--- src/rtl/mul_div_pkg.sv ---
// Shared definitions for the RV32M multiply/divide controller and the iterative unit it drives.
package mul_div_pkg;

  localparam logic [6:0] INST_TYPE_R_M = 7'b0110011;

  localparam logic [2:0] F3_MUL    = 3'b000;
  localparam logic [2:0] F3_MULH   = 3'b001;
  localparam logic [2:0] F3_MULHSU = 3'b010;
  localparam logic [2:0] F3_MULHU  = 3'b011;
  localparam logic [2:0] F3_DIV    = 3'b100;
  localparam logic [2:0] F3_DIVU   = 3'b101;
  localparam logic [2:0] F3_REM    = 3'b110;
  localparam logic [2:0] F3_REMU   = 3'b111;

  typedef enum logic [1:0] {
    ST_IDLE = 2'd0,
    ST_BUSY = 2'd1,
    ST_DONE = 2'd2
  } md_state_e;

  typedef enum logic {
    SEL_LOW  = 1'b0,
    SEL_HIGH = 1'b1
  } res_sel_e;

  // The unit returns quotient in low and remainder in high, product split across both.
  function automatic res_sel_e res_sel(input logic [2:0] funct3);
    res_sel_e sel;
    sel = SEL_LOW;
    case (funct3)
      F3_MULH, F3_MULHSU, F3_MULHU, F3_REM, F3_REMU: sel = SEL_HIGH;
      default:                                       sel = SEL_LOW;
    endcase
    return sel;
  endfunction

endpackage

--- src/rtl/mul_div_result_sel.sv ---
// Combinational funct3 decode: picks the result half and derives operand signedness.
module mul_div_result_sel
  import mul_div_pkg::*;
(
  input  logic [2:0]  funct3_i,
  input  logic [31:0] high_i,
  input  logic [31:0] low_i,
  output logic [31:0] result_o,
  output logic        rs1_signed_o,
  output logic        rs2_signed_o
);

  always_comb begin
    result_o     = (res_sel(funct3_i) == SEL_HIGH) ? high_i : low_i;
    rs1_signed_o = !((funct3_i == F3_MULHU) || (funct3_i == F3_DIVU) || (funct3_i == F3_REMU));
    rs2_signed_o = (funct3_i == F3_MUL) || (funct3_i == F3_MULH) ||
                   (funct3_i == F3_DIV) || (funct3_i == F3_REM);
  end

endmodule

--- src/rtl/mul_div_ctrl.sv ---
// EX-stage initiator for the multi-cycle mul/div unit: request sequencing, flush abort, result select.
// Optional result reuse of the last completed operation is enabled by defining MUL_DIV_REUSE_EN.
module mul_div_ctrl
  import mul_div_pkg::*;
(
  input  logic        clk_i,
  input  logic        rst_ni,
  input  logic        inst_valid_i,
  input  logic [6:0]  op_i,
  input  logic [2:0]  funct3_i,
  input  logic [31:0] rs1_data_i,
  input  logic [31:0] rs2_data_i,
  input  logic [4:0]  rd_addr_i,
  input  logic        flush_i,
  output logic        stall_o,
  output logic        mul_div_req_o,
  output logic [2:0]  m_d_op_o,
  output logic [6:0]  op_o,
  output logic [31:0] rs1_o,
  output logic [31:0] rs2_o,
  output logic        rs1_signed_o,
  output logic        rs2_signed_o,
  input  logic [31:0] high_i,
  input  logic [31:0] low_i,
  input  logic        ready_i,
  output logic        wb_valid_o,
  output logic [4:0]  wb_rd_o,
  output logic [31:0] wb_data_o
);

  md_state_e   state_q, state_d;
  logic        req_q;
  logic [2:0]  m_d_op_q;
  logic [6:0]  op_q;
  logic [31:0] rs1_q, rs2_q;
  logic        rs1_signed_q, rs2_signed_q;
  logic [4:0]  rd_q;
  logic [31:0] wb_data_q, wb_data_d;

  logic        launch, complete, abort, hit;
  logic [31:0] cache_high, cache_low;
  logic [31:0] launch_res, done_res;
  logic        launch_rs1_signed, launch_rs2_signed;
  logic        done_rs1_signed, done_rs2_signed;

  // Launch-side decode feeds both the signedness latch and a reuse hit's result.
  mul_div_result_sel u_launch_sel (
    .funct3_i     (funct3_i),
    .high_i       (cache_high),
    .low_i        (cache_low),
    .result_o     (launch_res),
    .rs1_signed_o (launch_rs1_signed),
    .rs2_signed_o (launch_rs2_signed)
  );

  mul_div_result_sel u_done_sel (
    .funct3_i     (m_d_op_q),
    .high_i       (high_i),
    .low_i        (low_i),
    .result_o     (done_res),
    .rs1_signed_o (done_rs1_signed),
    .rs2_signed_o (done_rs2_signed)
  );

`ifdef MUL_DIV_REUSE_EN
  logic        cache_vld_q;
  logic [31:0] cache_rs1_q, cache_rs2_q, cache_high_q, cache_low_q;
  logic [2:0]  cache_f3_q;

  always_ff @(posedge clk_i or negedge rst_ni) begin
    if (!rst_ni) begin
      cache_vld_q  <= 1'b0;
      cache_rs1_q  <= '0;
      cache_rs2_q  <= '0;
      cache_f3_q   <= '0;
      cache_high_q <= '0;
      cache_low_q  <= '0;
    end else if (complete) begin
      cache_vld_q  <= 1'b1;
      cache_rs1_q  <= rs1_q;
      cache_rs2_q  <= rs2_q;
      cache_f3_q   <= m_d_op_q;
      cache_high_q <= high_i;
      cache_low_q  <= low_i;
    end else if (abort) begin
      cache_vld_q  <= 1'b0;
    end
  end

  // DIV/REM (and DIVU/REMU) share one unit run, so divides only need matching signedness.
  always_comb begin
    hit = cache_vld_q && (rs1_data_i == cache_rs1_q) && (rs2_data_i == cache_rs2_q) &&
          (( funct3_i[2] &&  cache_f3_q[2] && (funct3_i[0] == cache_f3_q[0])) ||
           (!funct3_i[2] && !cache_f3_q[2] && (funct3_i == cache_f3_q)));
  end

  assign cache_high = cache_high_q;
  assign cache_low  = cache_low_q;
`else
  assign hit        = 1'b0;
  assign cache_high = '0;
  assign cache_low  = '0;
`endif

  always_comb begin
    launch    = (state_q == ST_IDLE) && inst_valid_i && (op_i == INST_TYPE_R_M) && !flush_i;
    complete  = (state_q == ST_BUSY) && ready_i && !flush_i;
    abort     = (state_q == ST_BUSY) && flush_i;
    state_d   = state_q;
    wb_data_d = wb_data_q;
    case (state_q)
      ST_IDLE: if (launch) state_d = hit ? ST_DONE : ST_BUSY;
      ST_BUSY: begin
        if (flush_i)      state_d = ST_IDLE;
        else if (ready_i) state_d = ST_DONE;
      end
      ST_DONE: state_d = ST_IDLE;
      default: state_d = ST_IDLE;
    endcase
    if (complete)          wb_data_d = done_res;
    else if (launch && hit) wb_data_d = launch_res;
  end

  always_ff @(posedge clk_i or negedge rst_ni) begin
    if (!rst_ni) begin
      state_q   <= ST_IDLE;
      req_q     <= 1'b0;
      wb_data_q <= '0;
    end else begin
      state_q   <= state_d;
      req_q     <= (state_d == ST_BUSY);
      wb_data_q <= wb_data_d;
    end
  end

  always_ff @(posedge clk_i or negedge rst_ni) begin
    if (!rst_ni) begin
      m_d_op_q     <= '0;
      op_q         <= '0;
      rs1_q        <= '0;
      rs2_q        <= '0;
      rs1_signed_q <= 1'b0;
      rs2_signed_q <= 1'b0;
      rd_q         <= '0;
    end else if (launch) begin
      m_d_op_q     <= funct3_i;
      op_q         <= op_i;
      rs1_q        <= rs1_data_i;
      rs2_q        <= rs2_data_i;
      rs1_signed_q <= launch_rs1_signed;
      rs2_signed_q <= launch_rs2_signed;
      rd_q         <= rd_addr_i;
    end
  end

  // Reset gates the combinational launch term so every output reads 0 while reset is held.
  assign stall_o       = rst_ni && (launch || (state_q == ST_BUSY));
  assign mul_div_req_o = req_q;
  assign m_d_op_o      = m_d_op_q;
  assign op_o          = op_q;
  assign rs1_o         = rs1_q;
  assign rs2_o         = rs2_q;
  assign rs1_signed_o  = rs1_signed_q;
  assign rs2_signed_o  = rs2_signed_q;
  assign wb_valid_o    = (state_q == ST_DONE);
  assign wb_rd_o       = rd_q;
  assign wb_data_o     = wb_data_q;

endmodule

--- config.mk ---
export PLATFORM = sky130hd
export DESIGN_NAME = mul_div_ctrl
export DESIGN_NICKNAME = d
export VERILOG_FILES = /design/src/rtl/mul_div_pkg.sv /design/src/rtl/mul_div_result_sel.sv /design/src/rtl/mul_div_ctrl.sv
export SDC_FILE = /design/constraint.sdc
export NUM_CORES = 1
export LEC_CHECK = 0
export BUFFER_PORTS_ARGS = -buffer_cell sky130_fd_sc_hd__buf_2
export CORE_MARGIN = 4
export CORE_UTILIZATION = 47
export DETAILED_ROUTE_END_ITERATION = 6
export PLACE_DENSITY = 0.81
export SLEW_MARGIN = 40
export SYNTH_ARGS = -nofsm -noshare
export SYNTH_HDL_FRONTEND = slang
export SYNTH_HIERARCHICAL = 1
export SYNTH_SLANG_ARGS = --single-unit
--- constraint.sdc ---
create_clock -name clk_i -period 2.1 [get_ports clk_i]
set_clock_uncertainty 0.05 [all_clocks]
set_input_delay 0 -clock clk_i [delete_from_list [all_inputs] [get_ports clk_i]]
set_output_delay 0 -clock clk_i [all_outputs]
set_load 0.02 [all_outputs]
==> metrics.yaml <==
status: "finished, final reports clean"
ff2ff_path_depth: 5
insertion_delay_ps: 500
synth_fp_nets: 442
r2r-start: "state_q[0]"
syn_area_per_cell_um2: 17.4
cts_buffers: 17
cts.sinks: 116
worstMarginPinSlew_ps: 763
design_area_mm2: 0.00862
fin_tns_setup_ps: 0
wl_met2_mm: 9.74
regToRegSetupSlack_ps: 150
drt-wirelength-per-cell_um: 20.6
met1Wirelength_mm: 6.19
pin_count: 264
end_kind: "output pin"
port_buffers: 263
rows: 37
crit_type: "flip-flop to output pin"
hp-class: "input port to async pin"
first_pass_iters: 4
critPathMaxFanout: 12
grt_pass1_wl_mm: 27.5
rr_endpoint: "rs1_o[25]"
start_kind: "flip-flop"
clock.fmax_mhz: 508
path_delay_family: "simple AND/OR/NAND/NOR gates"
cp.required_ps: 2050
gp_congestion: 0.833
clk_pin_slew_ps: 60
vdd_drop_max_mv: 0.770
ctsRootBufferMaster: "clkbuf_8"
rsz0062_at_grt: "false"
dpl.hpwl_mm: 9.79
die_width_um: 112
die_h_um: 112
setup_viol: 0
drive_above_1_share: 0.612
syn_inst: 294
vias: 4278
tritoncts: "yes"
critPathMaxStageDelay_ps: 440
drt_iter0_markers: 182
ant_nets: 0
hold_ws_ps: 41.2
arrival_ps: 1920
period_minus_slack_ps: 1970
cap_viol_max_count: 0
netlist_area_mm2: 0.00513
fin_crit_sh: 0.936
drt-total-wl_mm: 17.7
grt_overflow: 0
drc: 0
viasPerCell: 4.96
final_max_slew_viol_count: 0
core_mm2: 0.0105
start_util: 0.490
nNetsFinal: 860
crit_path_top_delay_cell: "dfrtp_2"
path_cells: "nor4b_4, and4_4, buf_12, o21a_1, buf_4"
top_layer: "met4"
antenna_found_initial: 1
leakage_nw: 4.67
wl_met3_um: 875
relSlewSlack: 0.490
cp_num_buf_inv: 2
fillers: 544
worst_slack_ps: 133
area_growth_pct: 68.1
hold_viol: 0
synth_warnings: 6
cellPowerDensity_mw_per_mm2: 732
place_ws_ps: 205
grt_pass1_vias: 4964
cts_max_level: 4
dpl_cell_area_mm2: 0.00652
grt_max_degree: 70
track_usage: 0.284
cts_buffer_depth: 2
die_area_mm2: 0.0127
[layout by cell type, fill, tap and decap left out, types with 2 or more instances in the layout]
cell type	n
a21boi_0	2
and3_1	2
buf_12	6
buf_2	261
buf_4	5
bufinv_16	4
clkbuf_1	3
clkbuf_16	16
clkbuf_8	5
clkinv_2	2
dfrtp_1	115
dlygate4sd3_1	142
mux2_1	4
mux2_2	64
mux2_4	70
nor2b_1	5
or2_2	4
[worst register-to-register path, cell delays in order (launching register included)]
cell	delay [ps]
dfrtp_2	440
nor4b_4	240
and4_4	290
buf_4	210
buf_12	260
mux2_4	350
[cell type report]
cell class / instances / area (µm²) / share of cell area
Antenna cell: 1 / 2.50 / 0.000290
Clock buffer: 24 / 480 / 0.0557
Clock inverter: 8 / 146 / 0.0170
Inverter: 1 / 3.75 / 0.000435
Multi-Input combinational cell: 161 / 2000 / 0.232
Sequential cell: 116 / 2900 / 0.337
Tap cell: 136 / 170 / 0.0197
Timing Repair Buffer: 415 / 2920 / 0.338
[state kept, by name, summed over array words and instances (netlist names)]
name / flops
rs1_o: 32
rs2_o: 32
wb_data_o: 32
op_o: 7
wb_rd_o: 5
m_d_op_o: 3
state_q: 2
mul_div_req_o: 1
rs1_signed_o: 1
rs2_signed_o: 1
[power breakdown]
part | internal [mW] | switching (mW) | total, mW | leakage (nW)
clock | 2.05 | 0.991 | 3.04 | 0.305
sequential | 2.33 | 0.0581 | 2.38 | 1.60
combinational | 0.504 | 0.382 | 0.886 | 2.76
[repair_timing]
| action | 4_1_cts | 5_1_grt |
|---|---|---|
| pin swaps | 1 | 2 |
| hold buffers | 142 | 0 |
| endpoints found under the setup margin | 1 | 1 |
| cloned | 1 | 0 |
| endpoints found under the hold margin | 225 | 0 |
| gates resized for setup | 0 | 2 |
| buffers inserted | 2 | 0 |
[worst max-delay path by stage]
stage	start	to	depth (start not counted)
6_report	state_q[0]	stall_o	5
5_1_grt	state_q[0]	stall_o	5
4_1_cts	state_q[0]	stall_o	5
3_5_place_dp	state_q[0]	rs1_o[22]	4
3_3_place_gp	state_q[0]	rs2_signed_o	4
2_1_floorplan	state_q[0]	m_d_op_o[0]	5
[layer usage]
layer,vias up,global-route usage
met1,2121,0.287
met5,-,0
li1,1878,-
met3,67,0.0717
met4,0,0.154
met2,212,0.531
[metrics by stage]
stage / util / power (mW) / cells
detailed placement: 0.623 / 3.06 / 684
global placement: 0.623 / 3.04 / 684
finish: 0.824 / 6.31 / 862
global route: 0.824 / 6.53 / 862
CTS: 0.824 / 6.32 / 861
floorplan: - / 2.74 / 294
No activity file was read; power rests on OpenSTA's default activity.
